===== src/rtl/dcd_inst_queue_if.sv =====
// Decode-to-allocate handshake bundle for the decoded-instruction queue.
// The master side is decode plus the allocate consumer; the slave side is the queue.
interface dcd_inst_queue_if #(
    parameter int INST_W = 66,
    parameter int PTR_W  = 3
);
    logic [INST_W-1:0] dcd_inst_in;
    logic              bck_lp_in;
    logic              flush_in;
    logic              deq_in;
    logic [INST_W-1:0] inst_out;
    logic              bck_lp_out;
    logic              inst_valid_out;
    logic              stall_out;
    logic [PTR_W:0]    count_out;

    modport master (
        output dcd_inst_in, bck_lp_in, flush_in, deq_in,
        input  inst_out, bck_lp_out, inst_valid_out, stall_out, count_out
    );

    modport slave (
        input  dcd_inst_in, bck_lp_in, flush_in, deq_in,
        output inst_out, bck_lp_out, inst_valid_out, stall_out, count_out
    );
endinterface


===== src/rtl/dcd_inst_queue.sv =====
// Decoded-instruction FIFO between decode and allocate/rename, with flush and back-pressure.
// Optional same-cycle empty-queue bypass is enabled by defining DCD_QUEUE_BYPASS_EN.
module dcd_inst_queue #(
    parameter int DEPTH  = 8,
    parameter int PTR_W  = 3,
    parameter int INST_W = 66
) (
    input  logic             clk,
    input  logic             rst_n,
    dcd_inst_queue_if.slave  q_if
);
    localparam int             ENT_W    = INST_W + 1;
    localparam logic [PTR_W:0] FULL_CNT = (PTR_W+1)'(DEPTH);

    logic [DEPTH-1:0][ENT_W-1:0] mem_q;
    logic [PTR_W-1:0]            head_q, head_d;
    logic [PTR_W-1:0]            tail_q, tail_d;
    logic [PTR_W:0]              cnt_q, cnt_d;

    logic             in_vld, empty, full, byp, enq, deq;
    logic [ENT_W-1:0] head_ent;

    assign in_vld = q_if.dcd_inst_in[INST_W-1];
    assign empty  = (cnt_q == '0);
    assign full   = (cnt_q == FULL_CNT);

`ifdef DCD_QUEUE_BYPASS_EN
    // Empty queue with a consumer waiting: hand the word straight through, never stored.
    assign byp = empty & in_vld & q_if.deq_in & ~q_if.flush_in;
`else
    assign byp = 1'b0;
`endif

    // Full blocks enqueue even alongside a dequeue so stall stays registered-only.
    assign enq = in_vld & ~full & ~q_if.flush_in & ~byp;
    assign deq = q_if.deq_in & ~empty & ~q_if.flush_in;

    always_comb begin
        head_d = head_q;
        tail_d = tail_q;
        cnt_d  = cnt_q;
        if (q_if.flush_in) begin
            head_d = '0;
            tail_d = '0;
            cnt_d  = '0;
        end else begin
            if (enq) tail_d = tail_q + 1'b1;
            if (deq) head_d = head_q + 1'b1;
            case ({enq, deq})
                2'b10:   cnt_d = cnt_q + 1'b1;
                2'b01:   cnt_d = cnt_q - 1'b1;
                default: cnt_d = cnt_q;
            endcase
        end
    end

    always_ff @(posedge clk or negedge rst_n) begin
        if (!rst_n) begin
            head_q <= '0;
            tail_q <= '0;
            cnt_q  <= '0;
        end else begin
            head_q <= head_d;
            tail_q <= tail_d;
            cnt_q  <= cnt_d;
        end
    end

    // Entry contents need no reset; occupancy alone qualifies them.
    always_ff @(posedge clk) begin
        if (enq) mem_q[tail_q] <= {q_if.bck_lp_in, q_if.dcd_inst_in};
    end

    assign head_ent = mem_q[head_q];

    always_comb begin
        q_if.inst_out   = '0;
        q_if.bck_lp_out = 1'b0;
        if (byp) begin
            q_if.inst_out   = q_if.dcd_inst_in;
            q_if.bck_lp_out = q_if.bck_lp_in;
        end else if (!empty) begin
            q_if.inst_out   = head_ent[INST_W-1:0];
            q_if.bck_lp_out = head_ent[INST_W];
        end
    end

    assign q_if.inst_valid_out = ~empty | byp;
    assign q_if.stall_out      = full;
    assign q_if.count_out      = cnt_q;

endmodule


===== src/flat_wrapper.sv =====
// flat-port wrapper written by rule: the top's interface ports become plain ports
module dcd_inst_queue_flat 
#(
    parameter int DEPTH  = 8,
    parameter int PTR_W  = 3,
    parameter int INST_W = 66
)
  (clk, rst_n, q_if_dcd_inst_in, q_if_bck_lp_in, q_if_flush_in, q_if_deq_in, q_if_inst_out, q_if_bck_lp_out, q_if_inst_valid_out, q_if_stall_out, q_if_count_out);
  dcd_inst_queue_if #(.INST_W(INST_W), .PTR_W(PTR_W)) q_if_i ();
  input  logic clk;
  input  logic rst_n;
  input wire logic [$bits(q_if_i.dcd_inst_in)-1:0] q_if_dcd_inst_in;
  input wire logic [$bits(q_if_i.bck_lp_in)-1:0] q_if_bck_lp_in;
  input wire logic [$bits(q_if_i.flush_in)-1:0] q_if_flush_in;
  input wire logic [$bits(q_if_i.deq_in)-1:0] q_if_deq_in;
  output wire logic [$bits(q_if_i.inst_out)-1:0] q_if_inst_out;
  output wire logic [$bits(q_if_i.bck_lp_out)-1:0] q_if_bck_lp_out;
  output wire logic [$bits(q_if_i.inst_valid_out)-1:0] q_if_inst_valid_out;
  output wire logic [$bits(q_if_i.stall_out)-1:0] q_if_stall_out;
  output wire logic [$bits(q_if_i.count_out)-1:0] q_if_count_out;
  assign q_if_i.dcd_inst_in = q_if_dcd_inst_in;
  assign q_if_i.bck_lp_in = q_if_bck_lp_in;
  assign q_if_i.flush_in = q_if_flush_in;
  assign q_if_i.deq_in = q_if_deq_in;
  assign q_if_inst_out = q_if_i.inst_out;
  assign q_if_bck_lp_out = q_if_i.bck_lp_out;
  assign q_if_inst_valid_out = q_if_i.inst_valid_out;
  assign q_if_stall_out = q_if_i.stall_out;
  assign q_if_count_out = q_if_i.count_out;
  dcd_inst_queue #(.DEPTH(DEPTH), .PTR_W(PTR_W), .INST_W(INST_W)) u_core (.clk(clk), .rst_n(rst_n), .q_if(q_if_i));
endmodule

===== config.mk =====
export PLATFORM = sky130hd
export DESIGN_NAME = dcd_inst_queue_flat
export DESIGN_NICKNAME = d
export VERILOG_FILES = /design/src/rtl/dcd_inst_queue_if.sv /design/src/rtl/dcd_inst_queue.sv /design/src/flat_wrapper.sv
export SDC_FILE = /design/constraint.sdc
export NUM_CORES = 1
export LEC_CHECK = 0
export CORE_ASPECT_RATIO = 1.4
export CORE_MARGIN = 4
export CORE_UTILIZATION = 50
export DETAILED_ROUTE_END_ITERATION = 8
export PLACE_DENSITY_LB_ADDON = 0.05
export SYNTH_ARGS = -nofsm -noshare
export SYNTH_HDL_FRONTEND = slang
export SYNTH_SLANG_ARGS = --single-unit

===== constraint.sdc =====
create_clock -name clk -period 16.2 [get_ports clk]
set_input_delay 3.24 -clock clk [delete_from_list [all_inputs] [get_ports clk]]
set_output_delay 3.24 -clock clk [all_outputs]
set_load 0.05 [all_outputs]

## After elaboration in Yosys (flattened, before gate mapping)

Cells that the tools add are included.

| operators by class | value |
|---|---|
| bitwise gates (word level) | 7 |
| mux-type cells | 13 |
| add/subtract/negate cells | 4 |
| magnitude comparators | 3 |
| equality and inequality tests | 3 |
| reductions and logical operators | 5 |

Operator list:

| kind | count |
|---|---|
| bitwise mux 536 bit | 1 |
| binary-select mux 67 bit (select 3 bit) | 1 |
| demux 67 bit (select 3 bit) | 1 |
| 2-to-1 mux 67 bit | 2 |
| 2-to-1 mux 66 bit | 1 |
| 2-to-1 mux 3 bit | 4 |
| < comparator 3 x 4 -> 1 bit (second input constant) | 2 |
| case mux 4 bit (2 select lines) | 1 |
| adder 3 x 1 -> 3 bit (second input constant) | 2 |
| adder 4 x 1 -> 4 bit (second input constant) | 1 |
| bitwise AND 1 bit | 4 |
| == test 4 bit (second input constant) | 1 |
| zero test 4 bit | 1 |
| 2-to-1 mux 4 bit | 1 |
| nonzero test 2 bit | 2 |
| subtractor 4 x 1 -> 4 bit (second input constant) | 1 |
| greater-or-equal comparator 3 x 1 -> 1 bit (second input constant) | 1 |
| NOT 1 bit | 3 |
| nonzero test 3 bit | 1 |
| == test 2 x 1 -> 1 bit (second input constant) | 1 |
| == test 2 bit (second input constant) | 1 |
| logical AND 1 bit | 1 |
| 2-to-1 mux 1 bit | 1 |

| word-level totals | value |
|---|---|
| output and inout bits | 73 |
| logic and storage cells | 46 |
| input port bits | 71 |
| flip-flop bits (word level) | 546 |

## Longest topological paths before layout

| logic depth | value |
|---|---|
| depth in word-level cells | 7 |
| mapped depth | 10 |
| depth with buffers taken out | 9 |

## Least setup slack after synthesis

No wires, ideal clock.

| path | value |
|---|---|
| path kind | input to register |
| from | input port q_if_flush_in |
| to | register u_core.mem_q[0] in the netlist's numbering, enable pin |
| stages | 2 |
| data required time | 15.519 ns |
| path buffers | 0 |
| setup time | 0.681 ns |
| slack | 5.241 ns |
| data arrival time | 10.278 ns |
| cell sequence | nor2_1 > nor4b_1 |

| on the way | value |
|---|---|
| cells in the longest elaborated chain, start to end | 2 |

Ends and longest elaborated chain:

| element | line | RTL |
|---|---|---|
| from (decl) | flat_wrapper.sv:14 | `input wire logic [$bits(q_if_i.flush_in)-1:0] q_if_flush_in;` |
| NOT 1 bit | dcd_inst_queue.sv:35 | `assign enq = in_vld & ~full & ~q_if.flush_in & ~byp;` |
| bitwise AND 1 bit | dcd_inst_queue.sv:35 |  |
| to (signal, indexed assignment) | dcd_inst_queue.sv:71 | `if (enq) mem_q[tail_q] <= {q_if.bck_lp_in, q_if.dcd_inst_in};` |
| to (decl) | dcd_inst_queue.sv:15 | `logic [DEPTH-1:0][ENT_W-1:0] mem_q;` |

No other way between the ends.
A chain may end at the register's enable or synchronous reset.

## Worst setup path in the final report

| path | value |
|---|---|
| from | register u_core.head_q[0] |
| to | output port q_if_inst_out[59] |

| on the way | value |
|---|---|
| cells in the longest elaborated chain, start to end | 3 |

Ends and longest elaborated chain:

| element | line | RTL |
|---|---|---|
| from (decl) | dcd_inst_queue.sv:16 | `logic [PTR_W-1:0] head_q, head_d;` |
| from (signal assigned) | dcd_inst_queue.sv:59 | `head_q <= '0;` |
| from (signal assigned) | dcd_inst_queue.sv:63 | `head_q <= head_d;` |
| binary-select mux 67 bit (select 3 bit) | dcd_inst_queue.sv:74 | `assign head_ent = mem_q[head_q];` |
| 2-to-1 mux 67 bit (implied by the code) | dcd_inst_queue.sv:74 |  |
| 2-to-1 mux 66 bit | dcd_inst_queue.sv:82 | `end else if (!empty) begin` |
| to (decl) | flat_wrapper.sv:16 | `output wire logic [$bits(q_if_i.inst_out)-1:0] q_if_inst_out;` |

No other way between the ends. The select of a mux whose other input is x is not followed.

==> summary by stage <==
Timing
For the pin with the worst max-slew slack, the measured transition is roughly 1100 ps. The worst slew margin relative to its limit is 28.1%. The share of the cycle needed by the critical path after routing is 44.2%. The worst clock skew is 9.08 ps. The maximum achievable frequency is 140 MHz. Setup slack closes at 9040 ps. Setup repair after global routing left no endpoint under its margin.

The worst path needs 7160 ps of the cycle, external delays included. The number of hold-slack violations in the final timing report was 0. In the final timing run, aggregate negative setup slack is 0 ps. The number of pins with negative max-slew slack in the final report is 0. Setup violations remaining at the end of the flow were counted as 0. The tightest hold path in the finished design has a slack of 662 ps.

Worst setup path
At the worst endpoint, the arrival time is slightly below 4000 ps. The capture point of the worst reg-to-reg path is u_core.mem_q[428]. On the worst path, the slowest cell contributes a delay of 970 ps. The count of buffer and inverter cells on the critical path is 2. The required arrival time at the worst endpoint is 12,960 ps.

The worst reg-to-reg setup slack is about 13,000 ps. The type of the worst setup path is register to primary output. The startpoint identified for the worst register-to-register timing path is u_core.q_if.count_out[1]. The nature of the critical path endpoint is a primary output.

The worst register-to-register path has a depth of 5. The critical path goes through buf_12 > mux4_2 > mux2i_1 > nor2_1 > clkdlybuf4s50_1. The startpoint type of the worst setup path is a register. The largest delay contributor family on the critical path is buffers and inverters. Along the worst path, the maximum fanout reaches 96. The cell at the slowest stage of the critical path is dfrtp_4.

Cells and area
From synthesis to final layout, the design area changed by 17.6%. Measured on the finished design, the core utilization comes to 59.7%. Of the cells placed in the final design, the portion with a size suffix greater than 1 is 21.3%. For this run, the number of standard cells in the final layout without fillers is 1,675.

The repair_antennas step left the layout with diodes totalling 0. The area used by multi-input combinational logic is between 4000 and 5000 um^2. Registers take 16,400 um^2.

Fill cells in the final layout number 3,036. The finished cells cover 24,700 um^2. The number of nets in the finished design is about 1,200.

Synth
The share of the Yosys chip area taken by registers is 78.0%. The top cell type by total area after synthesis is edfxtp_1. Summed over its instances, the top area cell type makes up 76.8% of the synthesized netlist area. The post-synthesis net count is 1,006. The count of cell types in the netlist is 37. During synthesis, Yosys emitted a total of 0 warnings. The number of flip-flops and latches in the synthesized netlist is 546.

After synthesis, the cell types taking the most area are edfxtp_1, mux4_2, mux2i_1, nor2_1, dfrtp_1. The mean cell area of the mapped netlist is 22.5 um^2. Summing every instance area after synthesis gives 21,000 um^2. The number of standard cells after synthesis is 931.

Floorplan
The core footprint is 41,300 um^2. The area of the die is between 40,000 and 50,000 um^2. The overall die height is between 200 and 300 um.

The die is 181 um wide. The initialized floorplan defines 88 standard-cell rows. Pin placement for this block handled 144 I/O pins. The starting density of the core is between 50 and 60%.

Place
The setup slack after placement is 9410 ps. The count of buffers inserted at the top-level ports is around 140. After legalization and detailed placement, the total HPWL measured 22,000 um. Routability-driven placement finished with a final weighted congestion of 0.730. The number of placed instances with taps included is approximately 1,600. The placed standard-cell area is 23,100 um^2.

Routing
The number of DRC markers in iteration 0 is 704. After detailed routing, the met2 layer carries 21,800 um of wire. The total routed wirelength is 41,900 um.

After detailed routing, the average wire length per cell comes to 25.0 um. In the detailed route, the total length drawn on met3 is between 1500 and 2000 um. The first TritonRoute pass finished after 5 iterations. After detailed routing, the wire length on met1 is 17,600 um. The remaining number of nets flagged by the antenna check after routing is 0. In the routed layout, each cell is associated on average with a via count of 5.71. Routed signal wires occupy layers up through met5. The total via count after detailed routing is 9,562.

For this run, design rule violations remaining after detail routing come to 0.

Global route
The total global routing track utilization is 18.8%. The total global routing overflow is 0. The number of antenna violations at the first check in global routing was 2. The global-route wire length before repair is 64,600 um.

The via count of the first global-routing pass is 10,400. Entering global routing, the biggest net connects 97 pins.

Power
The worst-case vdd ir drop is 0.113 mV. For this design the static power due to leakage is 7.54 nW. The power density of the placed cells is 159 nW/um^2. Summing internal, switching and leakage power gives approximately 3.9 mW.

Clocking
The CTS tree is built. For the worst-skew pair, the clock arrives at the later sink with an insertion delay of roughly 560 ps. Buffers inserted during clock tree synthesis total 50. Hold repair after CTS inserted 0 buffers. The number of setup buffers added after CTS is 0. The number of buffers between clock root and the deepest sink is 3. The total number of clock tree sinks is 546.

The register clock-pin slew on the reported worst setup and hold paths is around 60 ps. The root buffer cell chosen for the clock tree is clkbuf_16. The number of H-tree levels is 2. The post-cts sizing count is 0.

Worst hold path
The worst hold path begins at u_core.tail_q[2]. The worst hold path belongs to the class register to register. The cell count of the worst hold path is 2.

The endpoint with the worst hold slack is u_core.tail_q[2].

Job
The number of max-capacitance violations reported is 0.

Outcome
The flow ran to the end, and the final reports show no timing, DRC or antenna violations.
cells in the mapped netlist (all sizes together):
cell type,instances
edfxtp,536
mux4,134
nor2,82
mux2i,69
buf,27
clkbuf,22
dfrtp,10
nand2,7
a21oi,4
ha,4
nor3,4
xnor2,4
xor2,4
a32oi,2
and2,2
inv,2
nand3,2
nor2b,2
a211oi,1
a31o,1
and3,1
mux2,1
nand3b,1
nor4,1
nor4b,1
o21a,1
o21ai,1
o311a,1
o41ai,1
or3,1
or3b,1
or4b,1
cell usage in the layout, fill, tap and decap left out, drive strengths merged:
master and n:
a211oi 1, a21oi 4, a31o 1, a32oi 2, and2 2, and3 1
buf 18, bufinv 4, clkbuf 63, clkdlybuf4s50 143, clkinv 23, clkinvlp 2
dfrtp 10, edfxtp 536, ha 4, inv 2, mux2 1, mux2i 69
mux4 134, nand2 7, nand3 2, nand3b 1, nor2 82, nor2b 2
nor3 4, nor4 1, nor4b 1, o21a 1, o21ai 1, o311a 1
o41ai 1, or3 1, or3b 1, or4b 1, xnor2 4, xor2 4
power breakdown:
group	switching [mW]	total (mW)	internal, mW	leakage, nW
Clock	0.487	1.15	0.659	0.788
Sequential	0.0426	1.65	1.61	4.97
Combinational	0.707	1.11	0.408	1.78
state kept, by name, indices dropped and copies added (netlist names):
| signal | count |
|---|---|
| u_core.q_if.count_out | 4 |
| u_core.mem_q | 536 |
| u_core.tail_q | 3 |
| u_core.head_q | 3 |
worst max path at each step:
| stage | startpoint | to | cells after the start |
|---|---|---|---|
| 6_report | u_core.head_q[0] | q_if_inst_out[59] | 5 |
| 5_1_grt | u_core.head_q[0] | q_if_inst_out[59] | 5 |
| 4_1_cts | u_core.head_q[0] | q_if_inst_out[59] | 5 |
| 3_5_place_dp | q_if_dcd_inst_in[65] | u_core.mem_q[421] | 5 |
| 3_3_place_gp | u_core.head_q[0] | q_if_inst_out[59] | 5 |
| 2_1_floorplan | q_if_flush_in | u_core.mem_q[0] | 2 |
worst register-to-register path, cell delays in order (launching register included):
cell	delay [ps]
dfrtp_1	570
or4b_4	230
and2_4	180
nand2_1	210
nor2_4	900
buf_4	770
area by class of cell:
cell class / instances / area share [%]
well taps: 540 / 2.74
clock buffers: 63 / 5.53
inverters: 2 / 0.0304
repair buffers: 161 / 6.40
multi-input cells: 334 / 18.0
flip-flops and latches: 546 / 66.3
clock inverters: 29 / 0.964
per-layer routing:
metal  vias to the layer above  global-route usage [%]
li1                       4194                       -
met4                         2                    4.23
met2                       207                    32.8
met5                         -                       0
met3                        57                    3.07
met1                      5102                    25.2
kinds of logic (layout without fill, tap and decap cells):
| family | Yosys count | in the layout | synth area share (%) |
|---|---|---|---|
| flops | 546 | 546 | 78.0 |
| mux | 204 | 204 | 17.7 |
| simple gates | 106 | 106 | 2.14 |
| buf+inv | 51 | 255 | 1.13 |
| compound gates | 12 | 12 | 0.442 |
| xor+xnor | 8 | 8 | 0.334 |
| fa+ha+maj | 4 | 4 | 0.239 |
(Power assumes the default switching activity.)
